==> config.mk <==
export PLATFORM = sky130hd
export DESIGN_NAME = spislave_io
export DESIGN_NICKNAME = d
export VERILOG_FILES = /design/src/rtl/spislave_io_pkg.sv /design/src/rtl/spislave_sync.sv /design/src/rtl/spislave_io.sv
export SDC_FILE = /design/constraint.sdc
export NUM_CORES = 1
export LEC_CHECK = 0
export BUFFER_PORTS_ARGS = -buffer_cell sky130_fd_sc_hd__buf_2
export CAP_MARGIN = 20
export CORE_ASPECT_RATIO = 1.25
export CORE_MARGIN = 2
export CORE_UTILIZATION = 42
export CTS_CLUSTER_SIZE = 16
export DETAILED_ROUTE_END_ITERATION = 8
export PLACE_DENSITY = 0.71
export RECOVER_POWER = 50
export SLEW_MARGIN = 20
export SYNTH_ARGS = -nofsm -noshare
export SYNTH_HDL_FRONTEND = slang
export SYNTH_SLANG_ARGS = --single-unit
==> constraint.sdc <==
create_clock -name clk -period 1.75 [get_ports clk]
set_input_delay 0.35 -clock clk [delete_from_list [all_inputs] [get_ports clk]]
set_output_delay 0.35 -clock clk [all_outputs]
set_load 0.01 [all_outputs]
==> src/rtl/spislave_io_pkg.sv <==
// Shared register map and bit positions for the SPI slave peripheral.
// No logic, so no latency; bus accesses are single-cycle with no stall.
package spislave_io_pkg;

    localparam logic [1:0] REG_DATA   = 2'd0;
    localparam logic [1:0] REG_STATUS = 2'd1;
    localparam logic [1:0] REG_CTRL   = 2'd2;
    localparam logic [1:0] REG_DUMMY  = 2'd3;

    localparam int ST_RXF  = 0;
    localparam int ST_TXE  = 1;
    localparam int ST_OVR  = 2;
    localparam int ST_SEL  = 3;
    localparam int ST_BUSY = 7;

    localparam int CT_EN   = 0;
    localparam int CT_RXIE = 1;
    localparam int CT_TXIE = 2;

endpackage

==> src/rtl/spislave_sync.sv <==
// N-stage synchronizer with registered single-cycle rise/fall pulses.
// q lags d by STAGES clk, pulses by one more; no backpressure.
module spislave_sync #(
    parameter int   STAGES    = 2,
    parameter logic RESET_VAL = 1'b0
) (
    input  logic clk,
    input  logic rst,
    input  logic d,
    output logic q,
    output logic rise,
    output logic fall
);

    logic [STAGES-1:0] chain;
    logic              prev;

    always_ff @(posedge clk or negedge rst) begin
        if (!rst) begin
            chain <= {STAGES{RESET_VAL}};
            prev  <= RESET_VAL;
            rise  <= 1'b0;
            fall  <= 1'b0;
        end else begin
            chain <= {chain[STAGES-2:0], d};
            prev  <= chain[STAGES-1];
            rise  <= chain[STAGES-1] & ~prev;
            fall  <= ~chain[STAGES-1] & prev;
        end
    end

    assign q = chain[STAGES-1];

endmodule

==> src/rtl/spislave_io.sv <==
// SPI mode-0 slave with CPU register file (DATA/STATUS/CTRL/DUMMY) and level irq.
// Pins see SYNC_STAGES+1 clk of detection delay; the CPU bus never stalls.
module spislave_io
    import spislave_io_pkg::*;
#(
    parameter logic [7:0] DUMMY_RESET = 8'hFF,
    parameter int         SYNC_STAGES = 2
) (
    input  logic       clk,
    input  logic       rst,
    input  logic [2:0] AD,
    input  logic [7:0] DI,
    output logic [7:0] DO,
    input  logic       rw,
    input  logic       cs,
    output logic       irq,
    input  logic       sck,
    input  logic       mosi,
    input  logic       ss,
    output logic       miso,
    output logic       miso_oe
);

    logic       sck_rise, sck_fall, sck_lvl_unused;
    logic       ss_q, ss_fall, ss_rise_unused;
    logic       mosi_q;
    logic [1:0] mosi_edges_unused;
    logic       ad_unused;

    spislave_sync #(.STAGES(SYNC_STAGES), .RESET_VAL(1'b0)) u_sck_sync (
        .clk(clk), .rst(rst), .d(sck), .q(sck_lvl_unused), .rise(sck_rise), .fall(sck_fall));
    spislave_sync #(.STAGES(SYNC_STAGES), .RESET_VAL(1'b1)) u_ss_sync (
        .clk(clk), .rst(rst), .d(ss), .q(ss_q), .rise(ss_rise_unused), .fall(ss_fall));
    spislave_sync #(.STAGES(SYNC_STAGES), .RESET_VAL(1'b0)) u_mosi_sync (
        .clk(clk), .rst(rst), .d(mosi), .q(mosi_q),
        .rise(mosi_edges_unused[0]), .fall(mosi_edges_unused[1]));

    assign ad_unused = AD[2];

    logic       en, rxie, txie, rxf, txe, ovr;
    logic [7:0] rxbuf, txbuf, dummy, rx_sh, tx_sh;
    logic [2:0] cnt;

    logic       sel, frame_start, sck_rise_v, sck_fall_v, byte_done, tx_load;
    logic       data_rd, data_wr, st_wr, ctrl_wr, dummy_wr;
    logic [7:0] tx_next, rx_next;

    assign sel         = ~ss_q;
    assign frame_start = en & ss_fall;
    assign sck_rise_v  = en & sel & sck_rise;
    assign sck_fall_v  = en & sel & sck_fall;
    assign byte_done   = sck_rise_v & (cnt == 3'd7);
    assign tx_load     = frame_start | byte_done;
    assign tx_next     = txe ? dummy : txbuf;
    assign rx_next     = {rx_sh[6:0], mosi_q};

    assign data_rd  = cs &  rw & (AD[1:0] == REG_DATA);
    assign data_wr  = cs & ~rw & (AD[1:0] == REG_DATA);
    assign st_wr    = cs & ~rw & (AD[1:0] == REG_STATUS);
    assign ctrl_wr  = cs & ~rw & (AD[1:0] == REG_CTRL);
    assign dummy_wr = cs & ~rw & (AD[1:0] == REG_DUMMY);

    always_ff @(posedge clk or negedge rst) begin
        if (!rst) begin
            en      <= 1'b0;
            rxie    <= 1'b0;
            txie    <= 1'b0;
            rxf     <= 1'b0;
            txe     <= 1'b1;
            ovr     <= 1'b0;
            rxbuf   <= 8'h00;
            txbuf   <= 8'h00;
            dummy   <= DUMMY_RESET;
            rx_sh   <= 8'h00;
            tx_sh   <= 8'h00;
            cnt     <= 3'd0;
            miso    <= 1'b0;
            miso_oe <= 1'b0;
            irq     <= 1'b0;
        end else begin
            // A CPU write in the same cycle as a load still queues its byte.
            if (data_wr) begin
                txbuf <= DI;
                txe   <= 1'b0;
            end else if (tx_load && !txe) begin
                txe <= 1'b1;
            end

            if (ctrl_wr) {txie, rxie, en} <= DI[2:0];
            if (dummy_wr) dummy <= DI;

            if (byte_done && (!rxf || data_rd)) begin
                rxbuf <= rx_next;
                rxf   <= 1'b1;
            end else if (data_rd) begin
                rxf <= 1'b0;
            end

            if (byte_done && rxf && !data_rd) ovr <= 1'b1;
            else if (st_wr && DI[ST_OVR]) ovr <= 1'b0;

            if (!en || !sel || frame_start) cnt <= 3'd0;
            else if (sck_rise_v) cnt <= cnt + 3'd1;

            if (sck_rise_v) rx_sh <= rx_next;

            // The falling edge right after a byte boundary must keep the freshly loaded MSB.
            if (tx_load) begin
                tx_sh <= tx_next;
                miso  <= tx_next[7];
            end else if (sck_fall_v && cnt != 3'd0) begin
                tx_sh <= {tx_sh[6:0], 1'b0};
                miso  <= tx_sh[6];
            end

            miso_oe <= en & sel;
            irq     <= en & ((rxie & rxf) | (txie & txe) | (rxie & ovr));
        end
    end

    always_comb begin
        DO = 8'h00;
        case (AD[1:0])
            REG_DATA:   DO = rxbuf;
            REG_STATUS: DO = {(cnt != 3'd0), 3'b000, sel, ovr, txe, rxf};
            REG_CTRL:   DO = {5'b00000, txie, rxie, en};
            default:    DO = dummy;
        endcase
    end

endmodule

==> results of run 1 <==
[layout make-up]
type,count,share of cell area
multi-input combinational,120,0.329
inverter,5,0.00570
clock buffer,13,0.0543
tap,85,0.0323
clock inverter,3,0.0198
timing repair buffer,45,0.0908
sequential,61,0.468
[registers in the layout, indices dropped and copies added (netlist names), 2 cells and up]
register           count
dummy                  8
u_ss_sync.chain        2
rxbuf                  8
cnt                    3
u_mosi_sync.chain      2
u_sck_sync.chain       2
txbuf                  8
rx_sh                  7
tx_sh                  7
[cell families after synthesis]
group                      Yosys count  synth area share
adders and majority gates            3            0.0141
xor gates and xnor gates             1           0.00329
AOI/OAI and AO/OA                   34            0.0898
DFF                                 61             0.579
and+or+nand+nor                     40             0.100
muxes                               42             0.189
buffers and inverters               13            0.0244
[what timing repair did]
action / in CTS / in global routing
endpoints found under the hold margin: 0 / 0
endpoints found under the setup margin: 11 / 18
gates cloned: 0 / 0
buffers inserted: 7 / 3
gates resized for setup: 7 / 6
pin swaps: 2 / 3
hold buffers: 0 / 0
[cells in the mapped netlist (3+ instances only)]
library cell / n
nand3_1: 7
nor2b_1: 7
inv_1: 5
buf_2: 4
dfstp_2: 12
and2_1: 5
a31oi_1: 7
nand2_1: 6
o21ai_0: 11
mux2_2: 34
ha_1: 3
mux2i_1: 5
a221oi_1: 7
a22o_1: 3
dfrtp_1: 49
nor3_1: 3
[critical path, delay by kind of cell (launching register included)]
family	cells	cell delay, ns
DFF	1	0.37
AOI/OAI and AO/OA	2	0.34
buffers and inverters	2	0.17
adders and majority gates	1	0.15
and+or+nand+nor	1	0.13
[metrics by stage]
stage	worst slack, ns	cells
after global routing	-0.190	332
after detailed placement	-0.00487	306
final	-0.113	332
after floorplan	0.161	194
after global placement	0.0178	306
after CTS	-0.121	329
[final timing paths]
check                      cells past startpoint  slack (ns)                             to                           from
max reg2reg                                    8       -0.07           rxbuf[7]$_DFFE_PN0P_             cnt[1]$_DFFE_PN0P_
max in group asynchronous                      2        0.35                 en$_DFFE_PN0P_                            rst
min reg2reg                                    0        0.35  u_sck_sync.chain[1]$_DFF_PN0_  u_sck_sync.chain[0]$_DFF_PN0_
max                                            6       -0.11                          DO[7]             cnt[1]$_DFFE_PN0P_
min in group asynchronous                      2        0.44           rxbuf[0]$_DFFE_PN0P_                            rst
min                                            1        0.10   u_ss_sync.chain[0]$_DFF_PN1_                             ss
[power groups by stage]
stage / logic [mW] / registers [mW] / clock network (mW)
3_5_place_dp: 0.562 / 1.90 / 0
4_1_cts: 0.588 / 1.87 / 1.51
6_report: 0.598 / 1.87 / 1.49
5_1_grt: 0.665 / 1.91 / 1.59
3_3_place_gp: 0.544 / 1.89 / 0
2_1_floorplan: 0.390 / 1.85 / 0
[metal layers]
metal / track usage / wire length, µm
met5: 0 / 0
met4: 0.0789 / 123
met3: 0.0539 / 183
met2: 0.277 / 2800
met1: 0.194 / 2130
==> run_results.csv, run 1 <==
group,metric,value,unit
status,status,"finished, violations left",
status,violations,"negative setup slack",
finish,final_common_cell,"dfrtp_1",
flow_run,max_cap_viol_count,0,
sta,min_period,1.86,ns
floorplanning,start_util,0.432,
floorplanning,die-area,7000,µm²
sta,slew_viol_final,0,
synth,synthArstFlopShare,1.00,
route,via_per_inst,5.20,
sta,period_share,1.06,
cts,cts.sinks,61,
route,drtPass1Iterations,4,
synth,synth_top_area_share,0.461,
global_routing,overflow,0,
floorplanning,die_height,93.0,µm
sta,max_clock_freq,537,MHz
finish,final_area,3290,µm²
finish,layout.area.seq,1540,µm²
sta,skew,0.00969,ns
cts,insertion_delay,0.35,ns
synth,synth_edf_count,0,
cts,cts_max_path_buffers,2,
synth,ys_seq_area_frac,0.579,
floorplanning,die_w,75.2,µm
critical_path,critPathRequiredTime,1.40,ns
sta,maxSlewHeadroom,0.0296,
pwr,clockPowerShare,0.377,
sta,rsz0062_at_grt,"true",
synth,yosys.area.top_type,"dfrtp_1",
sta,setup_slack,-0.113,ns
synth,syn_area,2660,µm²
pwr,p_leak,1.50,nW
synth,synth_cell_type_count,38,
synth,syn_nets,215,
placed_design,gp_congestion,0.762,
critical_path,cp_cell_sequence,"inv_2, ha_4, nor2b_4, a211oi_2, a21o_1, buf_2",
finish,diodes,0,
critical_path,cp_max_fo,2,
finish,multiInputGateArea,1080,µm²
route,drt-wirelength-per-cell,15.8,µm
pwr,ir_drop,0.660,mV
finish,area_delta_synth_final,23.7,%
placed_design,portBuffers,27,
route,vias,1728,
finish,fill_cells,541,
critical_path,cp.arrival,1.51,ns
critical_path,cpMaxStageDelayCell,"dfrtp_1",
synth,syn_avg_cell_area,13.7,µm²
sta,hold_viol_final,0,
route,wl,5240,µm
route,drtAntennaViolNets,0,
finish,final_cell_mix,"48 x dfrtp_1, 33 x mux2_2, 26 x buf_2",
pwr,p_sw,0.974,mW
global_routing,antenna_found_initial,0,
sta,hold_slack,0.103,ns
synth,ys_seq_elements,61,
floorplanning,ios,29,
cts,cts_made_buffers,9,
route,drcViolationCount,0,
synth,synth-main-ff-cell,"dfrtp_1",
synth,syn_inst,194,
finish,fin_nets,263,
synth,yosys_warnings,0,
pwr,p_comb_frac,0.151,
finish,drive_gt1_frac,0.494,
pwr,p_sw_frac,0.246,
floorplanning,core-area,6170,µm²
sta,setup_tns,-0.654,ns
worst_hold_path,hp-class,"input pin to flip-flop",
global_routing,grt_util_all_layers,0.168,
global_routing,grt_max_degree,62,
global_routing,grt_pass1_wl,8420,µm
floorplanning,num_rows,32,
cts,cts_tree,"done",
global_routing,grt_pass1_vias,1731,
pwr,powerDensity,1200,nW/µm²
placed_design,hpwl,3610,µm
critical_path,slowest_delay,0.37,ns
route,drt_iter0_drc,110,
cts,htreeDepth,3,
pwr,intPower,2.99,mW
sta,worst_pin_slew,1.46,ns
placed_design,post_dp_cell_area,2940,µm²
critical_path,cp-start-kind,"flip-flop",
synth,synth_area_leaders,"dfrtp_1 46%, mux2_2 14%, dfstp_2 12%",
critical_path,critical_path_class,"flip-flop to primary output",
sta,setup_violations,9,
pwr,finalPower,3.96,mW
pwr,pwr-share-seq,0.472,
finish,finalCoreUtilization,0.534,
cts,path_clk_slew,0.07,ns
cts,clockRootBuffer,"clkbuf_8",
critical_path,end_kind,"primary output",
Power figures use the tool's default switching activity.
==> run 2, diff against run 1 <==
--- a/config.mk
+++ b/config.mk
@@ -13,7 +13,7 @@
 export CTS_CLUSTER_SIZE = 16
 export DETAILED_ROUTE_END_ITERATION = 8
 export PLACE_DENSITY = 0.71
-export RECOVER_POWER = 50
+export RECOVER_POWER = 100
 export SLEW_MARGIN = 20
 export SYNTH_ARGS = -nofsm -noshare
 export SYNTH_HDL_FRONTEND = slang
==> constraint.sdc (replaced) <==
create_clock -name clk -period 2.38 [get_ports clk]
set_input_delay 0.476 -clock clk [delete_from_list [all_inputs] [get_ports clk]]
set_output_delay 0.476 -clock clk [all_outputs]
set_load 0.01 [all_outputs]
==> run 2 against run 1 <==
Compared with the run above:
- the flow now finishes without violations
- register-to-register slack gained 0.34 ns
- hold slack gained 0.13 ns
- worst setup slack better by 0.32 ns
- clock-buffer cell count is 1 lower
- via count shrank 3.0%
- sequential power fell by 26%
- final cell count down 3.9%
- largest power group unchanged
==> run_results.csv, run 2 (same netlist as run 1, synthesis figures left out) <==
group,metric,value,unit
status,status,"finished clean",
critical_path,slowest_delay,0.39,ns
global_routing,grt_max_degree,26,
global_routing,grt_util_all_layers,0.165,
critical_path,cp_cell_sequence,"inv_1, ha_1, nor2b_1, a211oi_1, a21o_1, clkbuf_1",
pwr,finalPower,2.66,mW
route,drtAntennaViolNets,0,
sta,setup_violations,0,
floorplanning,die_w,75.2,µm
cts,cts_made_buffers,9,
route,via_per_inst,5.25,
route,drcViolationCount,0,
critical_path,cpMaxStageDelayCell,"dfrtp_1",
critical_path,cp-start-kind,"flip-flop",
floorplanning,ios,29,
sta,skew,0.00985,ns
finish,drive_gt1_frac,0.342,
placed_design,gp_congestion,0.752,
pwr,powerDensity,879,nW/µm²
global_routing,overflow,0,
cts,ctsResizeCount,0,
floorplanning,num_rows,32,
route,vias,1676,
cts,htreeDepth,3,
flow_run,max_cap_viol_count,0,
floorplanning,die-area,7000,µm²
sta,hold_viol_final,0,
cts,cts_setup_buffers,0,
finish,fill_cells,574,
sta,max_clock_freq,461,MHz
sta,min_period,2.17,ns
sta,setup_tns,0,ns
route,wl,5110,µm
finish,diodes,0,
pwr,p_leak,1.33,nW
sta,setup_slack,0.211,ns
placed_design,hpwl,3630,µm
cts,hold_buffers,0,
sta,rsz0062_at_grt,"false",
pwr,ir_drop,0.463,mV
placed_design,place_ws,0.364,ns
cts,insertion_delay,0.34,ns
cts,cts_tree,"done",
cts,cts_max_path_buffers,2,
placed_design,portBuffers,27,
finish,area_delta_synth_final,13.7,%
sta,worst_pin_slew,1.25,ns
critical_path,critPathRequiredTime,1.90,ns
worst_hold_path,hp-class,"input pin to flip-flop",
floorplanning,core-area,6170,µm²
floorplanning,start_util,0.432,
global_routing,antenna_found_initial,0,
route,drt-wirelength-per-cell,16.0,µm
route,drtPass1Iterations,4,
critical_path,cp_max_fo,3,
cts,path_clk_slew,0.06,ns
critical_path,cp.arrival,1.69,ns
finish,final_common_cell,"dfrtp_1",
sta,period_share,0.912,
critical_path,end_kind,"primary output",
cts,cts.sinks,61,
global_routing,grt_pass1_vias,1731,
global_routing,grt_pass1_wl,8330,µm
sta,maxSlewHeadroom,0.164,
finish,top_regs,"dummy: 8 flops, rxbuf: 8 flops, txbuf: 8 flops",
sta,slew_viol_final,0,
floorplanning,die_height,93.0,µm
finish,final_cell_mix,"49 x dfrtp_1, 34 x mux2_2, 16 x buf_2",
finish,fin_nets,250,
critical_path,critical_path_class,"flip-flop to primary output",
cts,clockRootBuffer,"clkbuf_8",
route,drt_iter0_drc,75,
-- run 2: cell count changes in the layout (fill, tap and decap cells not counted), moves of 3 or more --
cell / previous run / this run
clkbuf_1: 0 / 15
buf_2: 26 / 16
buf_4: 15 / 1
clkbuf_8: 13 / 10
-- run 2: stage by stage --
step | cell area [µm²] | utilization | std cells | hold slack [ns]
detailed placement | 2900 | 0.470 | 303 | 0.340
floorplan | 2660 | - | 194 | 0.180
finish | 3030 | 0.491 | 319 | 0.236
CTS | 3090 | 0.501 | 319 | 0.116
global placement | 2900 | 0.470 | 303 | 0.335
global route | 3030 | 0.491 | 319 | 0.212
-- run 2: final timing paths --
kind | slack [ns] | endpoint | cells after the start | from
min reg2reg | 0.35 | u_sck_sync.chain[1]$_DFF_PN0_ | 0 | u_sck_sync.chain[0]$_DFF_PN0_
max | 0.21 | DO[7] | 6 | cnt[0]$_DFFE_PN0P_
min | 0.24 | u_ss_sync.chain[0]$_DFF_PN1_ | 1 | ss
min in group asynchronous | 0.39 | u_sck_sync.rise$_DFF_PN0_ | 1 | rst
max in group asynchronous | 0.83 | dummy[4]$_DFFE_PN1P_ | 2 | rst
max reg2reg | 0.27 | tx_sh[0]$_DFFE_PN0P_ | 6 | cnt[0]$_DFFE_PN0P_
-- run 2: where the power goes --
| part | internal, mW | leakage [nW] | switching, mW |
|---|---|---|---|
| registers | 1.25 | 0.746 | 0.134 |
| logic | 0.199 | 0.491 | 0.173 |
| clock network | 0.509 | 0.0964 | 0.392 |
-- run 2: final cells by class --
cell class	instances	area, µm²	share of cell area
Sequential cell	61	1540	0.509
Clock inverter	4	47.5	0.0157
Clock buffer	12	145	0.0479
Tap cell	85	106	0.0351
Timing Repair Buffer	32	146	0.0483
Inverter	5	18.8	0.00620
Multi-Input combinational cell	120	1020	0.338
-- run 2: worst max-delay path, delay by kind of cell, from the launching register on --
family | cells | cell delay, ns
buf+inv | 2 | 0.21
compound gates | 2 | 0.40
simple gates | 1 | 0.17
flops | 1 | 0.39
fa+ha+maj | 1 | 0.20
-- run 2: metal layers --
| layer | up-vias | GRT usage | routed length (µm) |
|---|---|---|---|
| li1 | 786 | - | - |
| met1 | 860 | 0.198 | 2160 |
| met2 | 23 | 0.262 | 2690 |
| met3 | 7 | 0.0550 | 158 |
| met4 | 0 | 0.0833 | 106 |
| met5 | - | 0 | 0 |
